$ cat src/rtl/mem_dbus_ctrl_if.sv
// mem_dbus_ctrl_if: data-bus request/response signals between the memory stage and the bus slave
interface mem_dbus_ctrl_if;
   logic        valid;
   logic [63:0] addr;
   logic [1:0]  size;
   logic [7:0]  strobe;
   logic [63:0] data;
   logic        addr_ok;
   logic        data_ok;
   logic [63:0] rdata;
   modport master (output valid, addr, size, strobe, data, input addr_ok, data_ok, rdata);
   modport slave (input valid, addr, size, strobe, data, output addr_ok, data_ok, rdata);
endinterface

$ cat src/rtl/mem_dbus_ctrl.sv
// mem_dbus_ctrl: memory-stage dbus master, one transaction per load/store, aligned/extended load result
module mem_dbus_ctrl (
   input  logic         clk,
   input  logic         reset,
   input  logic         mem_valid,
   input  logic         mem_read,
   input  logic         mem_write,
   input  logic [1:0]   mem_size,
   input  logic         mem_unsigned,
   input  logic [63:0]  addr,
   input  logic [63:0]  wdata,
   input  logic         advance,
   input  logic         flush,
   mem_dbus_ctrl_if.master dbus,
   output logic [63:0]  rdata,
   output logic         done,
   output logic         misalign,
   output logic         stall_req,
   output logic         dbus_not_busy
);
   typedef enum logic [1:0] {IDLE, REQ, WAIT, DONE} state_t;
   state_t state, nxt;
   logic kill, kill_now, start, fin;
   logic [63:0] l_addr, l_data, cur_addr, sh, load_res;
   logic [1:0] l_size, cur_size;
   logic [7:0] l_strobe, cur_strobe, smask;
   logic l_unsigned, cur_unsigned, sx;
   logic [2:0] amask;
   assign amask = {mem_size == 2'd3, mem_size[1], |mem_size};
   assign misalign = |(addr[2:0] & amask);
   assign start = mem_valid & (mem_read | mem_write) & ~misalign & (state == IDLE);
   assign smask = mem_size == 2'd0 ? 8'h01 : mem_size == 2'd1 ? 8'h03 : mem_size == 2'd2 ? 8'h0F : 8'hFF;
   // In IDLE the request goes out straight from the pipeline register; afterwards from the latch
   assign cur_addr = state == IDLE ? addr : l_addr;
   assign cur_size = state == IDLE ? mem_size : l_size;
   assign cur_strobe = state == IDLE ? (mem_write ? smask << addr[2:0] : 8'h00) : l_strobe;
   assign cur_unsigned = state == IDLE ? mem_unsigned : l_unsigned;
   assign dbus.valid = start | (state == REQ);
   assign dbus.addr = cur_addr;
   assign dbus.size = cur_size;
   assign dbus.strobe = cur_strobe;
   assign dbus.data = state == IDLE ? wdata << {addr[2:0], 3'b000} : l_data;
   assign sh = dbus.rdata >> {cur_addr[2:0], 3'b000};
   assign sx = ~cur_unsigned;
   assign load_res = cur_size == 2'd0 ? {{56{sx & sh[7]}}, sh[7:0]} :
                     cur_size == 2'd1 ? {{48{sx & sh[15]}}, sh[15:0]} :
                     cur_size == 2'd2 ? {{32{sx & sh[31]}}, sh[31:0]} : sh;
   assign fin = ((start | (state == REQ)) & dbus.addr_ok & dbus.data_ok) | ((state == WAIT) & dbus.data_ok);
   assign stall_req = start | (state == REQ) | (state == WAIT);
   assign dbus_not_busy = ((state == IDLE) & ~start) | (state == DONE);
   assign kill_now = kill | (flush & stall_req);
   always_comb begin
      nxt = fin ? (kill_now ? IDLE : DONE) :
            ((start | (state == REQ)) & dbus.addr_ok) ? WAIT :
            start ? REQ :
            ((state == DONE) & (flush | advance)) ? IDLE : state;
   end
   always_ff @(posedge clk or posedge reset) begin
      if (reset) begin
         state <= IDLE;
         kill <= 1'b0;
         l_addr <= '0;
         l_data <= '0;
         l_size <= '0;
         l_strobe <= '0;
         l_unsigned <= 1'b0;
         rdata <= '0;
         done <= 1'b0;
      end else begin
         state <= nxt;
         kill <= stall_req & ~fin & kill_now;
         done <= nxt == DONE;
         if (start) begin
            l_addr <= addr;
            l_data <= dbus.data;
            l_size <= mem_size;
            l_strobe <= cur_strobe;
            l_unsigned <= mem_unsigned;
         end
         // A killed transaction drains on the bus but never updates the result
         if (fin & ~kill_now) rdata <= cur_strobe == 8'h00 ? load_res : 64'h0;
      end
   end
endmodule

$ cat src/flat_wrapper.sv
// flat-port wrapper written by rule: the top's interface ports become plain ports
module mem_dbus_ctrl_flat 
  (clk, reset, mem_valid, mem_read, mem_write, mem_size, mem_unsigned, addr, wdata, advance, flush, rdata, done, misalign, stall_req, dbus_not_busy, dbus_valid, dbus_addr, dbus_size, dbus_strobe, dbus_data, dbus_addr_ok, dbus_data_ok, dbus_rdata);
  mem_dbus_ctrl_if dbus_i ();
  input  logic clk;
  input  logic reset;
  input  logic mem_valid;
  input  logic mem_read;
  input  logic mem_write;
  input  logic [1:0] mem_size;
  input  logic mem_unsigned;
  input  logic [63:0] addr;
  input  logic [63:0] wdata;
  input  logic advance;
  input  logic flush;
  output logic [63:0] rdata;
  output logic done;
  output logic misalign;
  output logic stall_req;
  output logic dbus_not_busy;
  output wire logic [$bits(dbus_i.valid)-1:0] dbus_valid;
  output wire logic [$bits(dbus_i.addr)-1:0] dbus_addr;
  output wire logic [$bits(dbus_i.size)-1:0] dbus_size;
  output wire logic [$bits(dbus_i.strobe)-1:0] dbus_strobe;
  output wire logic [$bits(dbus_i.data)-1:0] dbus_data;
  input wire logic [$bits(dbus_i.addr_ok)-1:0] dbus_addr_ok;
  input wire logic [$bits(dbus_i.data_ok)-1:0] dbus_data_ok;
  input wire logic [$bits(dbus_i.rdata)-1:0] dbus_rdata;
  assign dbus_valid = dbus_i.valid;
  assign dbus_addr = dbus_i.addr;
  assign dbus_size = dbus_i.size;
  assign dbus_strobe = dbus_i.strobe;
  assign dbus_data = dbus_i.data;
  assign dbus_i.addr_ok = dbus_addr_ok;
  assign dbus_i.data_ok = dbus_data_ok;
  assign dbus_i.rdata = dbus_rdata;
  mem_dbus_ctrl u_core (.clk(clk), .reset(reset), .mem_valid(mem_valid), .mem_read(mem_read), .mem_write(mem_write), .mem_size(mem_size), .mem_unsigned(mem_unsigned), .addr(addr), .wdata(wdata), .advance(advance), .flush(flush), .dbus(dbus_i), .rdata(rdata), .done(done), .misalign(misalign), .stall_req(stall_req), .dbus_not_busy(dbus_not_busy));
endmodule
$ cat config.mk
export PLATFORM = sky130hd
export DESIGN_NAME = mem_dbus_ctrl_flat
export DESIGN_NICKNAME = d
export VERILOG_FILES = /design/src/rtl/mem_dbus_ctrl_if.sv /design/src/rtl/mem_dbus_ctrl.sv /design/src/flat_wrapper.sv
export SDC_FILE = /design/constraint.sdc
export NUM_CORES = 1
export LEC_CHECK = 0
export BUFFER_PORTS_ARGS = -buffer_cell sky130_fd_sc_hd__clkbuf_2
export CAP_MARGIN = 20
export CORE_AREA = 2 2 175 177
export DETAILED_ROUTE_END_ITERATION = 12
export DIE_AREA = 0 0 177 179
export PLACE_DENSITY = 0.71
export SLEW_MARGIN = 40
export SYNTH_ARGS = -nofsm -noshare
export SYNTH_HDL_FRONTEND = slang
export SYNTH_SLANG_ARGS = --single-unit
$ cat constraint.sdc
create_clock -name clk -period 7.66 [get_ports clk]
set_clock_uncertainty 0.05 [all_clocks]
set_input_delay 0.766 -clock clk [delete_from_list [all_inputs] [get_ports clk]]
set_output_delay 0.766 -clock clk [all_outputs]
set_load 0.005 [all_outputs]
==> results of run 1 <==
[power by group]
group	switching, mW	internal (mW)
clock	0.494	0.781
combinational	2.00	1.33
sequential	0.296	1.56
[registers in the layout, indices dropped and copies added (netlist names)]
name / count
u_core.done: 1
u_core.kill: 1
u_core.l_addr: 64
u_core.l_data: 64
u_core.l_size: 2
u_core.l_strobe: 8
u_core.l_unsigned: 1
u_core.rdata: 64
u_core.state: 2
[worst min path at each step]
stage	cells past startpoint	to	startpoint	slack (ns)
finish	2	u_core.l_addr[10]	reset	0.30
global route	2	u_core.l_addr[10]	reset	0.36
CTS	2	u_core.l_addr[10]	reset	0.32
detailed placement	2	u_core.rdata[61]	u_core.rdata[61]	0.42
global placement	2	u_core.l_data[14]	u_core.l_data[14]	0.41
floorplan	2	u_core.l_data[10]	u_core.l_data[10]	0.40
[through the flow]
stage	cells	util (%)
5_1_grt	2303	54.82
3_5_place_dp	2255	51.68
2_1_floorplan	1557	-
4_1_cts	2301	54.63
6_report	2303	54.82
3_3_place_gp	2252	51.41
[metal layers]
metal / vias to the layer above / track usage (%) / part of all wire [%]
li1: 6111 / - / -
met2: 603 / 47.84 / 49
met5: - / 0 / 0
met3: 100 / 5.237 / 8.3
met4: 0 / 10.43 / 3.8
met1: 6195 / 34.36 / 39
[area by class of cell]
type / instances / area [sq um]
Clock buffer: 37 / 752.0
Clock inverter: 9 / 133.9
Fill cell: 2842 / 13570
Inverter: 14 / 65.06
Multi-Input combinational cell: 1211 / 7543
Sequential cell: 207 / 5180
Tap cell: 396 / 495.5
Timing Repair Buffer: 429 / 2292
[cells by family (layout without fill, tap and decap cells)]
group	Yosys count	count (layout)	share of synthesized area (%)
AO/OA/AOI/OAI	373	373	17.80
flip-flops	207	207	38.99
buffers and inverters	139	489	4.521
XOR/XNOR	2	2	0.1319
AND/OR/NAND/NOR	624	624	19.03
multiplexers	212	212	19.52
[cell usage in the layout (no fill, tap or decap), types with 4 or more instances in the layout]
master,n
nor2_1,46
mux4_2,27
o21ai_1,16
a2bb2oi_1,5
inv_1,9
clkinv_2,4
dfrtp_1,207
clkbuf_1,5
o31ai_2,14
o21ai_0,159
nor3_1,4
a31oi_1,18
buf_4,10
nor3b_1,4
clkbuf_16,26
o31ai_1,25
clkbuf_2,408
mux2_2,96
nand3_1,28
nand2_1,508
a311oi_1,4
a21o_1,10
nor2b_1,8
buf_12,4
o22a_1,5
a21oi_1,58
buf_6,6
a211oi_1,25
mux2i_1,85
and3_1,4
clkbuf_8,6
[worst max-delay path, stage by stage (launching register included)]
cell and delay, ns:
dfrtp_1 0.54, nor2_4 0.20, buf_6 0.52, mux2i_4 0.12, buf_4 0.31, inv_2 0.39, nor2_1 0.12, a22o_1 0.25
o31ai_4 0.43, nand3_2 0.47, o31ai_1 0.42
==> out/metrics.yaml, run 1 <==
status:
  status: "finished, final reports clean"
worst_setup_path:
  crit_path_start_kind: "flip-flop"
  r2r_start: "u_core.state[1]"
  cp.arrival_ns: 4.34
  crit_end: "u_core.rdata[26]"
  rrSetupSlack_ns: 3.71
  r2r_end: "u_core.rdata[26]"
  critical_path_class: "reg2reg"
  startpoint: "u_core.state[1]"
  critical_path.max_fanout: 75
  required_ns: 8.04
  rr_worst_depth: 10
  cp-end-kind: "flip-flop"
placed_design:
  placed_cell_area_sq_um: 15520
  place_congestion: 0.9504
  dpl.hpwl_mm: 33.48
  numPortBuffers: 410
  dp_slack_ns: 3.575
timing:
  whs_ns: 0.3001
  period_needed_ns: 3.954
  relSlewSlack_pct: 44.89
  hold_violations: 0
  finalSetupTns_ns: 0
  setup_slack_ns: 3.706
  rsz0062_at_grt: "no"
  period_share_pct: 51.62
  tightest_slew_ns: 0.8266
  setup_viol: 0
  max_freq_mhz: 252.9
  slew_viol_final: 0
floorplan:
  ios: 411
  rows: 64
  initial_core_util_pct: 44.24
  coreArea_sq_um: 30030
  die_area_sq_um: 31680
  fp.dieW_um: 177
  dieHeight_um: 179
clocking:
  clockRootBuffer: "clkbuf_16"
  path_clk_slew_ns: 0.06
  tritoncts: "built"
  cts_resized: 0
  cts_hold_buffers: 0
  cts_made_buffers: 26
  postCtsSetupBuffers: 0
  htree_num_levels: 1
  clock-sinks: 207
  cts.path.max_buffers: 3
  insertion_delay_ns: 0.54
detailed_routing:
  antenna_left: 0
  drt-total-wl_mm: 45.72
  drt_first_pass_iters: 8
  drc: 0
  vias_per_cell: 5.649
  drtIter0Drc: 1182
  post_drt_wl_per_cell_um: 19.85
  num_vias: 13010
yosys:
  synth-seq-cells: 207
  ys_top_cells_by_area: "dfrtp_1, nand2_1, mux2_2"
  yosys_warnings: 0
  synthTopCellsByCount: "nand2_1, dfrtp_1, o21ai_0, mux2_2"
  synth.most_common_cell: "nand2_1"
  syn_nets: 1761
  yosysSeqAreaShare_pct: 38.99
  syn_area_sq_um: 13290
  synth_cell_types: 70
  synth-edff-count: 0
  yosysTopAreaCell: "dfrtp_1"
  synth_ff_type: "dfrtp_1"
  avgSynthCellArea_sq_um: 8.533
  synthArstFlopShare_pct: 100.0
  yosysTopAreaCellShare_pct: 38.99
  synthCells: 1557
global_routing:
  grt_pass1_vias: 12010
  grt_max_degree: 105
  grtUsageTotal_pct: 27.69
  grt_remaining_overflow: 0
  grt_pass1_wl_mm: 68.21
  grt_antenna_before_repair: 0
cells_and_area:
  layout.nets: 2093
  design_area_sq_um: 16460
  syn2layout_area_growth_pct: 23.91
  diodes: 0
  layout-drive-gt1-share_pct: 33.35
flow_run:
  cap_viol_max_count: 0
power_and_ir_drop:
  p_total_mw: 6.464
  ir_drop_uv: 260.9
  p_leak_nw: 8.244
  p_per_area_nw_per_um2: 392.6
worst_hold_path:
  hold_class: "in2async"
Power figures use the tool's default switching activity.
==> run 2: changes to the inputs <==
==> constraint.sdc (replaced) <==
create_clock -name clk -period 3.72 [get_ports clk]
set_clock_uncertainty 0.05 [all_clocks]
set_input_delay 0.372 -clock clk [delete_from_list [all_inputs] [get_ports clk]]
set_output_delay 0.372 -clock clk [all_outputs]
set_load 0.005 [all_outputs]
==> out/metrics.yaml, run 2 (same netlist as run 1, synthesis figures left out) <==
status:
  status: "finished, final reports clean"
detailed_routing:
  route.met3.wl_mm: 3.907
  highest_layer: "met5"
  antenna_left: 0
  wl_met1_mm: 18.54
  drt_first_pass_iters: 5
  drtIter0Drc: 1010
  post_drt_wl_per_cell_um: 20.30
  drt-total-wl_mm: 47.03
  num_vias: 13180
  drc: 0
  vias_per_cell: 5.688
  wl_met2_mm: 22.53
placed_design:
  dp_cells: 2269
  numPortBuffers: 410
  placed_cell_area_sq_um: 15620
  dpl.hpwl_mm: 34.80
  place_congestion: 0.9581
timing:
  period_share_pct: 90.44
  hold_violations: 0
  max_freq_mhz: 297.2
  slew_viol_final: 0
  tightest_slew_ns: 0.8249
  rsz0062_at_grt: "no"
  period_needed_ns: 3.364
  finalSetupTns_ns: 0
  setup_viol: 0
  relSlewSlack_pct: 44.89
worst_hold_path:
  hold_class: "in2reg"
  min_path_cells: 2
worst_setup_path:
  critical_path_class: "reg2reg"
  cp-end-kind: "flip-flop"
  crit_path_start_kind: "flip-flop"
  cp.arrival_ns: 3.74
  rr_worst_depth: 6
  critical_path.max_fanout: 74
  required_ns: 4.10
cells_and_area:
  final_common_cell: "nand2_1"
  syn2layout_area_growth_pct: 24.67
  fin_cells: 2317
  design_area_sq_um: 16560
  final_cell_mix: "nand2_1, clkbuf_2, dfrtp_1"
  layout.nets: 2105
  reg_top3: "u_core.l_addr (64), u_core.l_data (64), u_core.rdata (64)"
  utilization_pct: 55.15
  layout-drive-gt1-share_pct: 33.75
  num-fill-cells: 2810
global_routing:
  grt_remaining_overflow: 0
  grt_pass1_vias: 12390
  grt_max_degree: 110
  grtUsageTotal_pct: 28.58
  grt_pass1_wl_mm: 70.37
  grt_antenna_before_repair: 2
floorplan:
  initial_core_util_pct: 44.24
  die_area_sq_um: 31680
  rows: 64
  ios: 411
  dieHeight_um: 179
  fp.dieW_um: 177
  coreArea_sq_um: 30030
clocking:
  cts_made_buffers: 25
  postCtsSetupBuffers: 0
  tritoncts: "built"
  path_clk_slew_ns: 0.06
  htree_num_levels: 1
  cts.path.max_buffers: 3
  clockRootBuffer: "clkbuf_16"
  clock-sinks: 207
  insertion_delay_ns: 0.54
power_and_ir_drop:
  p_leak_nw: 8.309
  p_per_area_nw_per_um2: 813.1
  p_total_mw: 13.47
  ir_drop_uv: 371.8
flow_run:
  cap_viol_max_count: 0
==> run 2: changes by cell type in the layout (fill, tap and decap cells not counted), sizes merged <==
cell         before  now
buf              21   32
bufinv            3    6
clkbuf          445  438
clkinv            7   10
clkinvlp          1    3
diode             0    1
dlygate4sd3       0    1
==> run 2: area by class of cell <==
class                   count  area, sq um  area share (%)
repair buffers            442         2364           14.27
diodes                      1        2.502         0.01511
inverters                  14        61.31          0.3702
flip-flops and latches    207         5180           31.28
multi-input cells        1211         7536           45.50
clock inverters            17        262.8           1.586
well taps                 396        495.5           2.992
clock buffers              29        660.6           3.989
==> run 2: timing repair <==
action / in CTS / in global routing
resized for setup: 0 / 1
hold endpoints to repair: 135 / 0
endpoints found under the setup margin: 0 / 14
hold buffers: 1 / 0
==> run 2: critical path, stage by stage (launching register included) <==
cell and delay, ns:
dfrtp_1 0.47, nor2_4 0.25, buf_6 0.50, o311ai_0 0.30, a211oi_2 0.63, nand3_2 0.58
o31ai_1 0.44
==> run 2: stage by stage <==
step,hold WS [ns],setup slack (ns)
5_1_grt,0.007094,0.1690
6_report,0.02893,0.3555
3_5_place_dp,0.2322,0.1810
4_1_cts,0.003926,0.1189
3_3_place_gp,0.2362,0.3221
2_1_floorplan,0.3984,0.6118
==> run 2: power breakdown <==
part	total [mW]	internal, mW	switching (mW)
Combinational	6.90	2.74	4.16
Clock	2.76	1.70	1.06
Sequential	3.81	3.22	0.587
==> run 2: path summary, 6_finish.rpt <==
kind / startpoint / endpoint / slack (ns)
max in group asynchronous: reset / u_core.l_data[46] / 2.61
max: u_core.state[0] / u_core.rdata[28] / 0.36
max reg2reg: u_core.state[0] / u_core.rdata[28] / 0.36
min reg2reg: u_core.l_data[11] / u_core.l_data[11] / 0.43
min in group asynchronous: reset / u_core.rdata[43] / 0.24
min: addr[16] / u_core.l_addr[16] / 0.03
==> run 2: layer usage <==
layer / vias up / global-route usage [%]
met5: - / 0
met4: 2 / 13.22
met3: 100 / 6.170
met2: 597 / 47.42
met1: 6345 / 35.63
li1: 6134 / -
==> run 3: changes to the inputs <==
--- a/config.mk
+++ b/config.mk
@@ -7,10 +7,11 @@
 export LEC_CHECK = 0
 export BUFFER_PORTS_ARGS = -buffer_cell sky130_fd_sc_hd__clkbuf_2
 export CAP_MARGIN = 20
-export CORE_AREA = 2 2 175 177
+export CORE_AREA = 2 2 162 164
 export DETAILED_ROUTE_END_ITERATION = 12
-export DIE_AREA = 0 0 177 179
-export PLACE_DENSITY = 0.71
+export DIE_AREA = 0 0 164 166
+export MAX_ROUTING_LAYER = met4
+export PLACE_DENSITY = 0.81
 export SLEW_MARGIN = 40
 export SYNTH_ARGS = -nofsm -noshare
 export SYNTH_HDL_FRONTEND = slang
==> out/metrics.yaml, run 3 (same netlist as run 1, synthesis figures left out) <==
global_routing:
  grt_antenna_before_repair: 1
  grt_remaining_overflow: 0
  grt_pass1_vias: 13010
  met3_usage_pct: 5.969
  grt_max_degree: 100
  grt_use_met1_pct: 40.95
  grt_pass1_wl_mm: 71.16
  grtUsageTotal_pct: 34.12
  busiest_layer: "met2"
  use_met2_pct: 55.04
floorplan:
  die_area_sq_um: 27220
  dieHeight_um: 166
  ios: 411
  fp.dieW_um: 164
  initial_core_util_pct: 51.86
  rows: 59
  coreArea_sq_um: 25620
clocking:
  insertion_delay_ns: 0.52
  path_clk_slew_ns: 0.06
  tritoncts: "built"
  cts_made_buffers: 24
  postCtsSetupBuffers: 0
  htree_num_levels: 1
  clockRootBuffer: "clkbuf_16"
  cts.path.max_buffers: 3
  clock-sinks: 207
cells_and_area:
  layout.nets: 2101
  design_area_sq_um: 16390
  final_common_cell: "nand2_1"
  reg_top3: "u_core.l_addr (64), u_core.l_data (64), u_core.rdata (64)"
  utilization_pct: 63.99
  layout-drive-gt1-share_pct: 33.40
  syn2layout_area_growth_pct: 23.38
  final_cell_mix: "nand2_1, clkbuf_2, dfrtp_1"
timing:
  period_needed_ns: 3.358
  setup_viol: 0
  max_freq_mhz: 297.8
  period_share_pct: 90.27
  finalSetupTns_ns: 0
  tightest_slew_ns: 0.7140
  slew_viol_final: 0
  whs_ns: 0.04244
  rsz0062_at_grt: "no"
  hold_violations: 0
  relSlewSlack_pct: 51.90
detailed_routing:
  post_drt_wl_per_cell_um: 20.30
  antenna_left: 0
  num_vias: 13300
  drt-total-wl_mm: 45.67
  drtIter0Drc: 1361
  drt_first_pass_iters: 5
  vias_per_cell: 5.912
  drc: 0
placed_design:
  numPortBuffers: 410
  place_congestion: 0.9581
  dpl.hpwl_mm: 33.74
  placed_cell_area_sq_um: 15530
status:
  status: "finished, final reports clean"
power_and_ir_drop:
  p_per_area_nw_per_um2: 808.7
  p_leak_nw: 8.258
  ir_drop_uv: 402.5
  p_total_mw: 13.25
worst_setup_path:
  rr_worst_depth: 8
  rrSetupSlack_ns: 0.38
  r2r_end: "u_core.rdata[32]"
  crit_path_start_kind: "flip-flop"
  critical_path.max_fanout: 74
  required_ns: 3.30
  r2r_start: "u_core.state[0]"
  cp.arrival_ns: 2.94
  critical_path_class: "reg2out"
  cp-end-kind: "output pin"
worst_hold_path:
  min_path_cells: 2
  hold_class: "in2reg"
  min_to: "u_core.l_addr[50]"
  min_from: "addr[50]"
flow_run:
  cap_viol_max_count: 0
[run 3: critical path, cell delays in order, from the launching register on]
cell and delay (ns):
dfrtp_1 0.53, nor2_4 0.28, buf_6 0.49, nand2_1 0.53
o21ai_0 0.37, clkbuf_2 0.19
[run 3: cell type report]
cell class	count	area [sq um]
well taps	335	419.2
multi-input cells	1211	7536
clock buffers	30	643.1
fillers	2224	9225
clock inverters	12	198.9
diodes	2	5.005
repair buffers	439	2347
flip-flops and latches	207	5180
inverters	14	61.31
[run 3: worst max path at each step]
stage                                from                to  slack (ns)  depth (start not counted)
after floorplan                     reset       u_core.done        0.61                          1
after global placement    u_core.state[0]  u_core.rdata[31]        0.33                          6
after detailed placement  u_core.state[0]  u_core.rdata[29]        0.23                          6
after CTS                 u_core.state[0]     dbus_data[15]        0.08                          5
after global routing      u_core.state[0]  u_core.rdata[31]        0.07                          6
final                     u_core.state[0]    dbus_strobe[1]        0.36                          5
[run 3: through the flow]
stage,worst slack (ns),instances
after floorplan,0.6118,1557
after global placement,0.3262,2204
after detailed placement,0.2259,2205
after CTS,0.08175,2248
after global routing,0.06968,2249
final,0.3619,2250
[run 3: where the power goes]
part / internal [mW] / switching [mW] / leakage, nW
combinational: 2.72 / 4.13 / 5.18
clock: 1.57 / 0.984 / 0.412
sequential: 3.22 / 0.626 / 2.66
total: 7.51 / 5.74 / 8.26
[run 3: metal layers]
layer / vias to the layer above / wire, um
li1: 6135 / -
met2: 698 / 21850
met1: 6308 / 17280
met3: 161 / 3831
met4: 0 / 2711
met5: - / 0
[run 3: repair_timing]
item                                    CTS  global route
hold endpoints to repair                 20             0
endpoints found under the setup margin    0            25
hold buffers                              1             0
gates resized for setup                   0             1
